--- config.mk ---
export PLATFORM = sky130hd
export DESIGN_NAME = cal_e1_frac
export DESIGN_NICKNAME = d
export VERILOG_FILES = /design/src/rtl/cal_e1_frac.sv
export SDC_FILE = /design/constraint.sdc
export NUM_CORES = 1
export LEC_CHECK = 0
export BUFFER_PORTS_ARGS = -buffer_cell sky130_fd_sc_hd__buf_2
export CAP_MARGIN = 20
export CORE_MARGIN = 3
export CORE_UTILIZATION = 32
export DETAILED_ROUTE_END_ITERATION = 10
export GPL_TIMING_DRIVEN = 0
export PLACE_DENSITY_LB_ADDON = 0.25
export SETUP_SLACK_MARGIN = 0.15
export SYNTH_ARGS = -nofsm -noshare
export SYNTH_HDL_FRONTEND = slang
export SYNTH_SLANG_ARGS = --single-unit
--- constraint.sdc ---
create_clock -name clk -period 3.05 [get_ports clk]
set_input_delay 0.61 -clock clk [delete_from_list [all_inputs] [get_ports clk]]
set_output_delay 0.61 -clock clk [all_outputs]
set_load 0.01 [all_outputs]
--- src/rtl/cal_e1_frac.sv ---
// cal_e1_frac: sequential restoring divider producing e1 = err_cnt / tot_cnt
// as an unsigned fixed-point fraction with E1_AMP fractional bits. One quotient
// bit is resolved per clock; the result is presented with a one-cycle valid
// pulse, or flagged as an error when the ratio is undefined or exceeds 1.
module cal_e1_frac #(
    parameter int E1_AMP = 24,
    parameter int ROUND  = 0
) (
    input  logic        clk,
    input  logic        rst,
    input  logic        i_start,
    input  logic [31:0] i_err_cnt,
    input  logic [31:0] i_tot_cnt,
    output logic [31:0] o_e1,
    output logic        o_e1_vld,
    output logic        o_e1_busy,
    output logic        o_e1_error
);

    // Full quotient word width and number of shift-subtract iterations.
    // ROUND=1 resolves one extra bit that is used only for rounding.
    localparam int QW = E1_AMP + 1;
    localparam int N  = E1_AMP + ROUND;

    typedef enum logic [1:0] {IDLE, CHECK, DIV, DONE} state_t;

    state_t              state;
    logic [5:0]          cnt;
    logic [31:0]         err_r;
    logic [31:0]         tot_r;
    logic [32:0]         r;
    logic [E1_AMP-1:0]   q;
    logic                q_int;

    logic [33:0]         r2;
    logic [32:0]         diff;
    logic                ge;
    logic [32:0]         r_nxt;
    logic [QW-1:0]       q_nxt;
    logic                bad;

    // Combine the integer bit with the fraction bits. In rounding mode the
    // extra LSB is added back in after the shift, i.e. (x + 1) >> 1.
    function automatic logic [31:0] form_result(input logic qi, input logic [QW-1:0] qv);
        logic [31:0] res;
        if (ROUND == 0)
            res = 32'({qi, qv[E1_AMP-1:0]});
        else
            res = 32'({qi, qv[E1_AMP:1]}) + 32'(qv[0]);
        return res;
    endfunction

    // One restoring step: doubled remainder compared against the divisor.
    // The shift register holds the bits resolved so far; appending this
    // cycle's bit gives the complete E1_AMP+1 bit quotient word.
    always_comb begin
        r2    = {r, 1'b0};
        ge    = (r2 >= {2'b00, tot_r});
        diff  = r2[32:0] - {1'b0, tot_r};
        r_nxt = ge ? diff : r2[32:0];
        q_nxt = {q, ge};
        bad   = (tot_r == 32'd0) || (err_r > tot_r);
    end

    // Control FSM and registered outputs; reset returns everything to idle.
    always_ff @(posedge clk) begin
        if (rst) begin
            state      <= IDLE;
            cnt        <= '0;
            o_e1       <= '0;
            o_e1_vld   <= 1'b0;
            o_e1_busy  <= 1'b0;
            o_e1_error <= 1'b0;
        end else begin
            o_e1_vld <= 1'b0;
            unique case (state)
                IDLE: begin
                    if (i_start) begin
                        o_e1_busy  <= 1'b1;
                        o_e1_error <= 1'b0;
                        state      <= CHECK;
                    end
                end
                CHECK: begin
                    cnt <= 6'(N);
                    if (bad) begin
                        o_e1_error <= 1'b1;
                        o_e1       <= '0;
                        o_e1_vld   <= 1'b1;
                        state      <= DONE;
                    end else begin
                        state <= DIV;
                    end
                end
                DIV: begin
                    cnt <= cnt - 6'd1;
                    if (cnt == 6'd1) begin
                        o_e1     <= form_result(q_int, q_nxt);
                        o_e1_vld <= 1'b1;
                        state    <= DONE;
                    end
                end
                DONE: begin
                    o_e1_busy <= 1'b0;
                    state     <= IDLE;
                end
                default: state <= IDLE;
            endcase
        end
    end

    // Operand latch and divider datapath; only the FSM state gates updates.
    always_ff @(posedge clk) begin
        unique case (state)
            IDLE: begin
                if (i_start) begin
                    err_r <= i_err_cnt;
                    tot_r <= i_tot_cnt;
                end
            end
            CHECK: begin
                q <= '0;
                if (err_r == tot_r) begin
                    q_int <= 1'b1;
                    r     <= '0;
                end else begin
                    q_int <= 1'b0;
                    r     <= {1'b0, err_r};
                end
            end
            DIV: begin
                r <= r_nxt;
                q <= q_nxt[E1_AMP-1:0];
            end
            default: ;
        endcase
    end

endmodule

Word-level counts from Yosys, hierarchy flattened
Index checks and enable logic that the tools add are counted.
{"block": "word_totals", "ff_bits": 164, "rom_bits": 0, "inputBits": 67, "n_memories": 0, "mem_bits_rw": 0, "word_cells": 55, "output_inout_bits": 35, "latchBits": 0}
{"block": "op_classes", "n_eq_ne": 8, "n_reduce_logical": 11, "n_lt_le_gt_ge": 2, "addsub": 2, "multipliers": 0, "n_bitwise": 0, "n_mux": 21, "n_shift": 0, "div_mod_pow": 0}
{"cell": "32-bit two-way mux", "n": 3}
{"cell": "33-bit one-hot mux with 2 select lines", "n": 1}
{"cell": "32-bit one-hot mux with 2 select lines", "n": 1}
{"cell": "23-bit one-hot mux with 2 select lines", "n": 1}
{"cell": "34-bit by 32-bit >= comparator with 1-bit output", "n": 1}
{"cell": "33-bit two-way mux", "n": 1}
{"cell": "33-bit by 32-bit subtractor with 33-bit output", "n": 1}
{"cell": "32-bit == test", "n": 1}
{"cell": "32-bit greater-than comparator", "n": 1}
{"cell": "32-bit zero test", "n": 1}
{"cell": "6-bit one-hot mux with 2 select lines", "n": 1}
{"cell": "2-bit one-hot mux with 4 select lines", "n": 1}
{"cell": "1-bit two-way mux", "n": 7}
{"cell": "6-bit by 1-bit == test with 1-bit output, second input constant", "n": 1}
{"cell": "2-bit != test, second input constant", "n": 3}
{"cell": "1-bit one-hot mux with 2 select lines", "n": 3}
{"cell": "2-bit AND reduction", "n": 3}
{"cell": "3-bit AND reduction", "n": 2}
{"cell": "2-bit nonzero test", "n": 3}
{"cell": "6-bit by 1-bit subtractor with 6-bit output, second input constant", "n": 1}
{"cell": "2-bit == test, second input constant", "n": 2}
{"cell": "2-bit two-way mux", "n": 2}
{"cell": "2-bit by 1-bit == test with 1-bit output, second input constant", "n": 1}
{"cell": "2-bit zero test", "n": 1}
{"cell": "1-bit logical OR", "n": 1}

Longest topological paths before layout
{"block": "depth", "word_depth": 4, "mapped_depth": 14}

Worst setup path before layout
Ideal clock, no wire load.
{"block": "synth_path", "path_type": "register to register", "start": "register state[0]", "end": "register o_e1[23]", "stages_incl_launch_ff": 7, "arrival_ns": 3.120, "setup_slack_ns": -0.129, "setup_time_ns": 0.059, "synth_period_minus_slack_ns": 3.179, "n_path_buf": 1, "required_time_ns": 2.991, "path_cell_list": "dfxtp_1 inv_1 ha_1 nand2_1 nor4b_4 buf_2 a22o_1"}
{"block": "synth_between", "elab_chain_cells": 3, "elab_cells_between_ends": 7, "cone_classes": "4 x eq/ne; 1 x mux; 2 x reduce/logical"}
{"item": "from (decl)", "line": "27", "source": "state_t state;"}
{"item": "from (signal assigned)", "line": "68", "source": "state <= IDLE;"}
{"item": "from (signal assigned)", "line": "81", "source": "state <= CHECK;"}
{"item": "from (signal assigned)", "line": "90", "source": "state <= DONE;"}
{"item": "2-bit == test / 2-bit by 1-bit == test with 1-bit output (equally long branches)", "line": "76", "source": "unique case (state)"}
{"item": "2-bit != test (no source line) / 2-bit nonzero test (equally long branches)"}
{"item": "3-bit AND reduction (no source line)"}
{"item": "to (signal assigned)", "line": "98", "source": "o_e1 <= form_result(q_int, q_nxt);"}
{"item": "to (decl)", "line": "14", "source": "output logic [31:0] o_e1,"}
Several ways; a longest one is shown, not always the timed one.
A chain may end at the register's enable or synchronous reset.

Worst setup path after layout
{"block": "layout_path", "start": "register r[16]", "end": "register r[29], data pin"}
{"block": "layout_between", "elab_chain_cells": 3, "elab_cells_between_ends": 4, "cone_classes": "1 x add/sub; 1 x order compare; 2 x mux"}
{"item": "from (decl)", "line": "31", "source": "logic [32:0] r;"}
{"item": "from (signal assigned)", "line": "128", "source": "r <= {1'b0, err_r};"}
{"item": "from (signal assigned)", "line": "132", "source": "r <= r_nxt;"}
{"item": "33-bit by 32-bit subtractor with 33-bit output / 34-bit by 32-bit >= comparator with 1-bit output (equally long branches)", "line": "59, 58"}
{"item": "33-bit two-way mux *", "line": "60", "source": "r_nxt = ge ? diff : r2[32:0];"}
{"item": "33-bit one-hot mux with 2 select lines *", "line": "114", "source": "unique case (state)"}
Every way passes the cells marked *; elsewhere a longest branch is shown, timed or not.

==> metrics.cfg <==
[layout]
drive_above_1_share=0.3898
syn2layout_area_growth_pct=38.57
nets=1110
layout_common_cells=edfxtp_1, buf_2, buf_4
final_common_cell=edfxtp_1
fin_area_um2=11810

[logic_synthesis]
ys.flop_type=edfxtp_1
yosysWarningCount=0
synth_seq_cells=157
yosys.cell_types.count=71
syn_inst=775
yosysSeqAreaShare=0.5111
synth_area_leader_cell=edfxtp_1
synth_top_area_frac=0.4265
netlist_area_um2=8519
avgSynthCellArea_um2=10.99
synthArstFlopShare=0
synth_area_leaders=edfxtp_1, ha_1, dfxtp_1, a21oi_1, a22o_1
synth_edf_count=121

[drt]
drtIter0Drc=542
wl_mm=25.13
drc=0
via_per_inst=5.209
num_vias=6881
first_pass_iters=5
postRouteAntennaNets=0
wl_per_cell_um=19.02

[grt]
grt-ovfl-total=0
grt_pass1_wl_mm=37.18
grt_pass1_vias=6525
grt_start_max_net_pins=65
grt_use_total=0.1679
antenna_found_initial=1

[critical_path]
worstReg2RegEnd=r[29]
crit_arrival_ps=3280
rrSetupSlack_ps=60
ff2ff_path_depth=13
crit_required_ps=3340
path_class=reg -> reg
cp-start-kind=flop
worstPathMaxFanout=5
endpoint_kind=flop
endpoint=r[29]
cp-startpoint=r[16]
r2r_start=r[16]

[sta]
rsz0062_at_grt=true
clock_skew_ps=12.87
max-slew-margin-rel=0.3893
setup_violations=0
setup-tns-final_ps=0
tightest_slew_ps=916.1
report.final.hold_viol_count=0
finalWorstSetupSlack_ps=58.42
hold_slack_ps=349.3
fin_crit_sh=0.9808
slew_viol_final=0
fmax_ghz=0.3343
layout_min_cycle_time_ps=2992

[power]
vdd_drop_max_mv=0.8634
finalPower_w=0.01461
power.density_nw_per_um2=1237
cellLeakagePower_nw=4.803

[die]
placementRows=59
fp.dieH_um=169.2
die_w_um=169.2
start_util=0.3260
ios=102
coreArea_um2=26130
die-area_um2=28620

[placed_design]
gp_congestion=0.8823
postPlaceCellArea_um2=9464
port_buffers=94
pre_cts_ws_ps=-383.0
hpwlAfterDp_mm=16.84

[clocking]
clkTransAtPathRegs_ps=70
cts_max_level=4
numCtsBuffers=17
ctsLongestPathBuffers=2
cts.sinks=157
cts_tree=done
root_buffer=clkbuf_16
cts-hold-fix-buffers=0
clk_latency_ps=430

[run]
max_cap_violations=0

[min_path]
hp-start=i_tot_cnt[2]
hold_path.class=in -> reg

[run_status]
status=finished, final reports clean

-- power breakdown --
group	leakage (nW)	internal (W)	total, W	switching (W)
logic	3.07	0.00390	0.00859	0.00469
registers	1.45	0.00337	0.00389	0.000517
clock network	0.288	0.00120	0.00213	0.000927
total	4.80	0.00847	0.0146	0.00613
-- cells in the mapped netlist (7+ instances only) --
library cell and n:
edfxtp_1 121, ha_1 70, a21oi_1 62, nand2_1 56
inv_1 47, nor2_1 45, dfxtp_1 36, a22o_1 31
o21ai_0 31, a21o_1 25, and2_1 24, nand3_1 18
o21ai_1 18, nand4_1 13, xnor2_1 12, xor2_1 12
buf_4 11, clkbuf_1 10, a31oi_1 9, nor4_1 9
nor2b_1 8, nor3_1 7
-- metal layers --
layer	global-route usage	vias up	share of wire
met5	0	-	0
met4	0.05939	0	0.027
met3	0.02935	41	0.042
met2	0.2636	187	0.47
met1	0.2347	3360	0.46
li1	-	3293	-
-- how the worst min path moves through the flow --
stage                            to  slack (ps)  cells after the start
after CTS                 err_r[29]         340                      1
after global placement     o_e1[23]         450                      1
after floorplan            o_e1[23]         440                      1
final                      tot_r[2]         350                      1
after detailed placement    o_e1[0]         450                      1
after global routing      err_r[30]         340                      1
-- logic make-up (layout without fill, tap and decap cells) --
family | Yosys count | after routing | share of synthesized area
buffers and inverters | 77 | 281 | 0.04230
XOR/XNOR | 24 | 24 | 0.02467
multiplexers | 7 | 7 | 0.008665
AO/OA/AOI/OAI | 225 | 225 | 0.1784
other | 1 | 8 | 0.0004402
adder cells (fa/ha/maj) | 71 | 71 | 0.1052
flip-flops | 157 | 157 | 0.5111
AND/OR/NAND/NOR | 213 | 213 | 0.1292
-- layout make-up --
type                            instances  area (um^2)
Sequential cell                       157         4354
Timing Repair Buffer                  172         1216
Tap cell                              335        419.2
Antenna cell                            1        2.502
Clock buffer                           21        471.7
Multi-Input combinational cell        547         4787
Inverter                               47        176.4
Buffer                                 30        274.0
Fill cell                            2448        14330
Clock inverter                         11        103.9
-- worst max-delay path, cell delays in order (launching register included) --
cell and delay, ps:
edfxtp_1 440, ha_4 330, buf_12 110, nand3_4 80, nor4_4 310, a21boi_2 250
or3_4 170, a21oi_4 60, and2b_2 230, buf_6 120, buf_8 130, or3_1 300
mux2_4 270, nand2_2 50
-- repair_timing --
item | CTS | global route
cloned | 3 | 3
pin swaps | 22 | 63
buffers inserted | 30 | 41
setup endpoints to repair | 58 | 58
gates resized for setup | 90 | 148
-- per-stage QoR --
step / std cells / utilization
3_5_place_dp: 1211 / 0.3622
6_report: 1321 / 0.4517
4_1_cts: 1276 / 0.4119
5_1_grt: 1321 / 0.4517
3_3_place_gp: 1210 / 0.3610
2_1_floorplan: 781 / -
-- state kept, by name, summed over array words and instances, names as in the netlist --
signal      flops
r              33
err_r          32
tot_r          32
o_e1           25
q              23
cnt             6
state           2
o_e1_busy       1
o_e1_error      1
o_e1_vld        1
q_int           1
Note: power is estimated with default switching activity, not from simulation.
